`config.mk`:
```
export PLATFORM = sky130hd
export DESIGN_NAME = yi_writer
export DESIGN_NICKNAME = d
export VERILOG_FILES = /design/src/rtl/yi_writer.sv
export SDC_FILE = /design/constraint.sdc
export NUM_CORES = 1
export LEC_CHECK = 0
export CAP_MARGIN = 5
export CORE_AREA = 2 2 255 257
export CTS_CLUSTER_DIAMETER = 50
export DETAILED_ROUTE_END_ITERATION = 12
export DIE_AREA = 0 0 257 259
export GPL_TIMING_DRIVEN = 0
export HOLD_SLACK_MARGIN = 0.1
export SKIP_LAST_GASP = 1
export SYNTH_ARGS = -nofsm -noshare
export SYNTH_HDL_FRONTEND = slang
export SYNTH_SLANG_ARGS = --single-unit
```
`constraint.sdc`:
```
create_clock -name clk -period 5.5 [get_ports clk]
set_input_delay 1.65 -clock clk [delete_from_list [all_inputs] [get_ports clk]]
set_output_delay 1.65 -clock clk [all_outputs]
set_load 0.1 [all_outputs]
```
`src/rtl/yi_writer.sv`:
```
// yi_writer: streams 256-bit Y result beats into memory through an AXI4
// write master. A job of Write_Length beats is split into INCR bursts of at
// most MAX_BURST beats, starting at YVAL_BASE_ADDR. Only one burst is
// outstanding at a time: the next address phase waits for the previous
// write response.
//
// Optional feature macro: YI_WRITER_BRESP_CHECK_EN
//   defined   -> a non-OKAY bresp sets the sticky Write_Error flag
//   undefined -> Write_Error is tied low and bresp is ignored
module yi_writer #(
  parameter logic [47:0] YVAL_BASE_ADDR = 48'h0000_4000_0000,
  parameter int          MAX_BURST      = 16
) (
  input  logic         clk,
  input  logic         rstn,
  input  logic         Write_Begin,
  input  logic [31:0]  Write_Length,
  output logic         Write_Done,
  output logic         Write_Error,
  input  logic [255:0] input_data,
  input  logic         input_valid,
  output logic         input_ready,
  output logic [47:0]  m_axi_Yi_awaddr,
  output logic [7:0]   m_axi_Yi_awlen,
  output logic [2:0]   m_axi_Yi_awsize,
  output logic [1:0]   m_axi_Yi_awburst,
  output logic         m_axi_Yi_awvalid,
  input  logic         m_axi_Yi_awready,
  output logic [255:0] m_axi_Yi_wdata,
  output logic [31:0]  m_axi_Yi_wstrb,
  output logic         m_axi_Yi_wlast,
  output logic         m_axi_Yi_wvalid,
  input  logic         m_axi_Yi_wready,
  input  logic [1:0]   m_axi_Yi_bresp,
  input  logic         m_axi_Yi_bvalid,
  output logic         m_axi_Yi_bready
);

  typedef enum logic [2:0] {
    IDLE = 3'd0,
    AW   = 3'd1,
    W    = 3'd2,
    B    = 3'd3,
    DONE = 3'd4
  } state_t;

  localparam logic [31:0] MAX_BURST_W = 32'(MAX_BURST);
  localparam logic [4:0]  MAX_BURST_S = 5'(MAX_BURST);

  state_t        state_r;
  state_t        state_next_s;
  logic [31:0]   remaining_r;
  logic [47:0]   addr_r;
  logic [4:0]    beat_r;
  logic          done_r;
  logic [4:0]    burst_s;
  logic          last_beat_s;
  logic          beat_fire_s;
  logic          b_fire_s;

  // Size of the current burst; remaining_r only changes on a write
  // response, so this is stable across the AW, W and B phases of a burst.
  always_comb begin
    if (remaining_r > MAX_BURST_W) begin
      burst_s = MAX_BURST_S;
    end else begin
      burst_s = remaining_r[4:0];
    end
  end

  assign last_beat_s = (beat_r == (burst_s - 5'd1));
  assign beat_fire_s = (state_r == W) && input_valid && m_axi_Yi_wready;
  assign b_fire_s    = (state_r == B) && m_axi_Yi_bvalid;

  // Fixed AXI attributes and the data pass-through.
  assign m_axi_Yi_awsize  = 3'b101;
  assign m_axi_Yi_awburst = 2'b01;
  assign m_axi_Yi_wstrb   = 32'hFFFF_FFFF;
  assign m_axi_Yi_wdata   = input_data;
  assign m_axi_Yi_awaddr  = addr_r;
  assign Write_Done       = done_r;

  // Next-state selection and per-state handshake outputs.
  always_comb begin
    state_next_s     = state_r;
    m_axi_Yi_awvalid = 1'b0;
    m_axi_Yi_awlen   = 8'd0;
    m_axi_Yi_wvalid  = 1'b0;
    m_axi_Yi_wlast   = 1'b0;
    m_axi_Yi_bready  = 1'b0;
    input_ready      = 1'b0;
    case (state_r)
      IDLE: begin
        if (Write_Begin) begin
          if (Write_Length == 32'd0) begin
            state_next_s = DONE;
          end else begin
            state_next_s = AW;
          end
        end else begin
          state_next_s = IDLE;
        end
      end
      AW: begin
        m_axi_Yi_awvalid = 1'b1;
        m_axi_Yi_awlen   = {3'd0, burst_s} - 8'd1;
        if (m_axi_Yi_awready) begin
          state_next_s = W;
        end else begin
          state_next_s = AW;
        end
      end
      W: begin
        m_axi_Yi_wvalid = input_valid;
        m_axi_Yi_wlast  = last_beat_s;
        input_ready     = m_axi_Yi_wready;
        if (beat_fire_s && last_beat_s) begin
          state_next_s = B;
        end else begin
          state_next_s = W;
        end
      end
      B: begin
        m_axi_Yi_bready = 1'b1;
        if (m_axi_Yi_bvalid) begin
          if (remaining_r == {27'd0, burst_s}) begin
            state_next_s = DONE;
          end else begin
            state_next_s = AW;
          end
        end else begin
          state_next_s = B;
        end
      end
      DONE: begin
        state_next_s = IDLE;
      end
      default: begin
        state_next_s = IDLE;
      end
    endcase
  end

  // State register.
  always_ff @(posedge clk or negedge rstn) begin
    if (!rstn) begin
      state_r <= IDLE;
    end else begin
      state_r <= state_next_s;
    end
  end

  // Job bookkeeping: remaining beats, burst address and beat-in-burst index.
  always_ff @(posedge clk or negedge rstn) begin
    if (!rstn) begin
      remaining_r <= 32'd0;
      addr_r      <= 48'd0;
      beat_r      <= 5'd0;
    end else begin
      if ((state_r == IDLE) && Write_Begin) begin
        remaining_r <= Write_Length;
        addr_r      <= YVAL_BASE_ADDR;
        beat_r      <= 5'd0;
      end else if (beat_fire_s) begin
        if (last_beat_s) begin
          beat_r <= 5'd0;
        end else begin
          beat_r <= beat_r + 5'd1;
        end
      end else if (b_fire_s) begin
        remaining_r <= remaining_r - {27'd0, burst_s};
        addr_r      <= addr_r + {38'd0, burst_s, 5'd0};
      end
    end
  end

  // Completion pulse, registered one cycle after the DONE state.
  always_ff @(posedge clk or negedge rstn) begin
    if (!rstn) begin
      done_r <= 1'b0;
    end else begin
      done_r <= (state_r == DONE);
    end
  end

`ifdef YI_WRITER_BRESP_CHECK_EN
  logic error_r;

  // Sticky error on any non-OKAY response; a newly accepted job clears it.
  always_ff @(posedge clk or negedge rstn) begin
    if (!rstn) begin
      error_r <= 1'b0;
    end else if ((state_r == IDLE) && Write_Begin) begin
      error_r <= 1'b0;
    end else if (b_fire_s && (m_axi_Yi_bresp != 2'b00)) begin
      error_r <= 1'b1;
    end else begin
      error_r <= error_r;
    end
  end

  assign Write_Error = error_r;
`else
  logic unused_bresp;

  assign unused_bresp = ^m_axi_Yi_bresp;
  assign Write_Error  = 1'b0;
`endif

endmodule
```
==> flow_summary.ini <==
[status]
status = finished, final reports clean

[global_route]
antenna_found_initial = 8
grt_pass1_vias = 7499
overflow = 0
track_usage = 0.0957
grt_max_degree = 61
grt_pass1_wl_um = 48300

[routing]
dr.pass1.iters = 5
ant_nets = 0
drt-vias-per-instance = 3.62
wire_per_inst_um = 15.8
drtIter0Drc = 553
drc = 0
wirelength_um = 34300
via_count = 7869

[pwr]
powerDensity_nw_per_um2 = 330
peakVddDrop_mv = 0.171
power_leakage_nw = 5.53

[clocking]
cts_sinks = 84
insertion_delay_ps = 370
clkSlewWorstSetupHoldPaths_ps = 60
cts_hold_buf = 0
cts_tree = done
root_buffer = clkbuf_16
cts-buffers-inserted = 9
htree_levels = 3
clock_path_buffers = 2

[floorplan]
initial_core_util = 0.119
die_y_um = 259
die_x_um = 257
coreArea_um2 = 63900
num_io_pins = 653
design.die.area_um2 = 66600
core.rowCount = 93

[timing]
finalSetupTns_ps = 0
final-hold-violation-count = 0
max_clock_freq_mhz = 185
setup_viol = 0
maxSlewHeadroom = 0.254
fin_crit_ps = 5410
finalCritPeriodShare = 0.984
hold_ws_ps = 541
final_max_slew_viol_count = 0
rsz0062_at_grt = yes
worst_slew_pin_slew_ps = 1110
fin_skew_ps = 9.53

[critical_path]
cpPeakStageDelay_ps = 590
cp_top_family = simple AND/OR/NAND/NOR gates
worst_ep_arrival_time_ps = 3760
crit_slowest_cell = or4_4
crit_chain = or4_4 > nor3_4 > and4b_1 > buf_6 > and2_4 > nand2_4 > ha_4 > xnor2_1 > a221o_1 > nor4b_2 > a21o_1 > and4_4 > buf_12
start_kind = register
crit_buf_inv = 2
required_ps = 3850
crit_path_max_fanout = 8
worst-setup-path-type = register to output port
worstSetupEndpointType = output port

[layout]
area_growth_pct = 69.7
utilization = 0.203
stdcell_count = 2176
nets = 1621
drive_above_1_share = 0.292
multi_input_area_um2 = 3360
register_area_um2 = 2100
n_fill_cell = 6964

[yosys]
yosysUniqueCellTypes = 79
synth_area_leader_cell = buf_4
synth-compound-area-share = 0.152
synth_adder_area_share = 0.0157
async_reset_ff_frac = 1.00
synth_top_family_by_area = buffers and inverters
synth_top_area_frac = 0.296
synth.area.mux_share = 0.0198
netlist_instances = 893
netlist_area_um2 = 7630
synthTopCellsByArea = buf_4, dfrtp_1, nand2_1
synth-edff-count = 0
yosysWarningCount = 0
synth-xor-area-share = 0.0213
synth-seq-cells = 84
yosys.area_share.simple = 0.198
seq_area_frac_synth = 0.276
avgSynthCellArea_um2 = 8.54
synthFlopType = dfrtp_1

[place]
gp_congestion = 0.861
place_inst = 2142
port_buffers = 351
hpwl_um = 28600

[job]
max-cap-violations = 0

[min_path]
hold_path_class = register to register
==> sequential cells by signal (all words and copies together), names as in the netlist <==
register         cells
m_axi_Yi_awaddr     43
state_r              3
Write_Done           1
beat_r               5
remaining_r         32
==> worst paths after layout <==
path                            slack [ps]                  end          startpoint  cells past startpoint
min in group asynchronous             1190  m_axi_Yi_awaddr[45]                rstn                      1
max in group asynchronous             3630      remaining_r[27]                rstn                      2
worst max-delay path                    90       m_axi_Yi_wlast     remaining_r[13]                     13
worst max register to register        1010  m_axi_Yi_awaddr[20]     remaining_r[13]                     15
worst min-delay path                   540   m_axi_Yi_awaddr[8]  m_axi_Yi_awaddr[8]                      2
worst min register to register         540   m_axi_Yi_awaddr[8]  m_axi_Yi_awaddr[8]                      2
==> cell usage after synthesis (4+ instances only) <==
cell type	number
a221o_1	9
a21oi_1	23
a21o_1	4
buf_2	4
nor2b_1	4
ha_1	8
o311ai_0	5
a31o_2	5
and3_1	10
inv_1	8
o211ai_1	10
dfrtp_1	84
and2_1	9
nand2b_1	16
a22o_1	8
nor2_1	50
nor3b_1	5
mux2i_1	14
xnor2_1	14
nand2_1	64
a41o_1	6
nor4_1	16
or3_1	7
and4_1	8
a31oi_1	12
o21ai_0	33
nor3_1	13
clkbuf_1	28
o31ai_1	5
a22oi_1	11
or4_1	4
nand3_1	18
buf_4	301
o21bai_1	4
nand4_1	13
==> timing repair <==
| action | 4_1_cts | 5_1_grt |
|---|---|---|
| pin swaps | 4 | 14 |
| buffers inserted | 3 | 14 |
| endpoints found under the setup margin | 7 | 5 |
| resized for setup | 30 | 12 |
==> where the power goes <==
group | total (mW) | switching [mW] | internal [mW]
combinational | 2.69 | 1.94 | 0.749
sequential | 0.928 | 0.176 | 0.752
clock | 0.651 | 0.285 | 0.365
==> metrics by stage <==
step                power [mW]  cell area, µm²  setup WS [ps]
finish                    4.27           12900           85.6
global route              4.46           12900          -6.41
CTS                       4.24           12800           -210
detailed placement        3.53           12400          -1320
global placement          3.50           12400          -1190
floorplan                 2.86            7790            187
==> cell families (layout without fill, tap and decap cells) <==
kind of cell / after synthesis / in the layout
flip-flops: 84 / 84
other: 2 / 45
multiplexers: 15 / 15
adder cells (fa/ha/maj): 9 / 9
AND/OR/NAND/NOR: 265 / 265
AO/OA/AOI/OAI: 159 / 159
buffers and inverters: 342 / 727
XOR/XNOR: 17 / 17
==> area by class of cell <==
class	count	share of cell area
diodes	1	0.000193
plain buffers	334	0.185
clock buffers	11	0.0187
clock inverters	5	0.00474
inverters	8	0.00232
multi-input cells	509	0.260
flip-flops and latches	84	0.163
well taps	855	0.0826
repair buffers	369	0.284
==> worst reg2reg max path: stages, from the launching register on <==
cell      delay (ps)
dfrtp_1          400
or4_4            590
nor3_4           210
and4b_1          230
buf_6            130
and2_4           170
nand2_4           70
inv_1            120
ha_1             230
a21o_1           170
a21oi_1          220
o21bai_1         180
a21oi_1          650
clkbuf_1         500
nor2_1           220
a31o_2           270
==> routing by layer <==
layer,routed length (µm),part of all wire,GRT usage,vias to the layer above
met5,26,0.00076,0,-
li1,-,-,-,3653
met2,16700,0.49,0.160,456
met4,448,0.013,0.0216,4
met1,14200,0.41,0.120,3730
met3,2920,0.085,0.0297,26
==> cells in the final DEF (no fill, tap or decap), types with 12 or more instances in the layout <==
cell,synthesis,layout
conb_1,2,44
a21oi_1,23,23
nand2_1,64,63
nand3_1,18,18
nor4_1,16,13
nor2_1,50,50
xnor2_1,14,14
mux2i_1,14,14
dfrtp_1,84,82
nand2b_1,16,16
nand4_1,13,13
a31oi_1,12,12
clkbuf_1,28,29
buf_4,301,319
o21ai_0,33,33
clkdlybuf4s50_1,0,343
(Power assumes the default switching activity.)
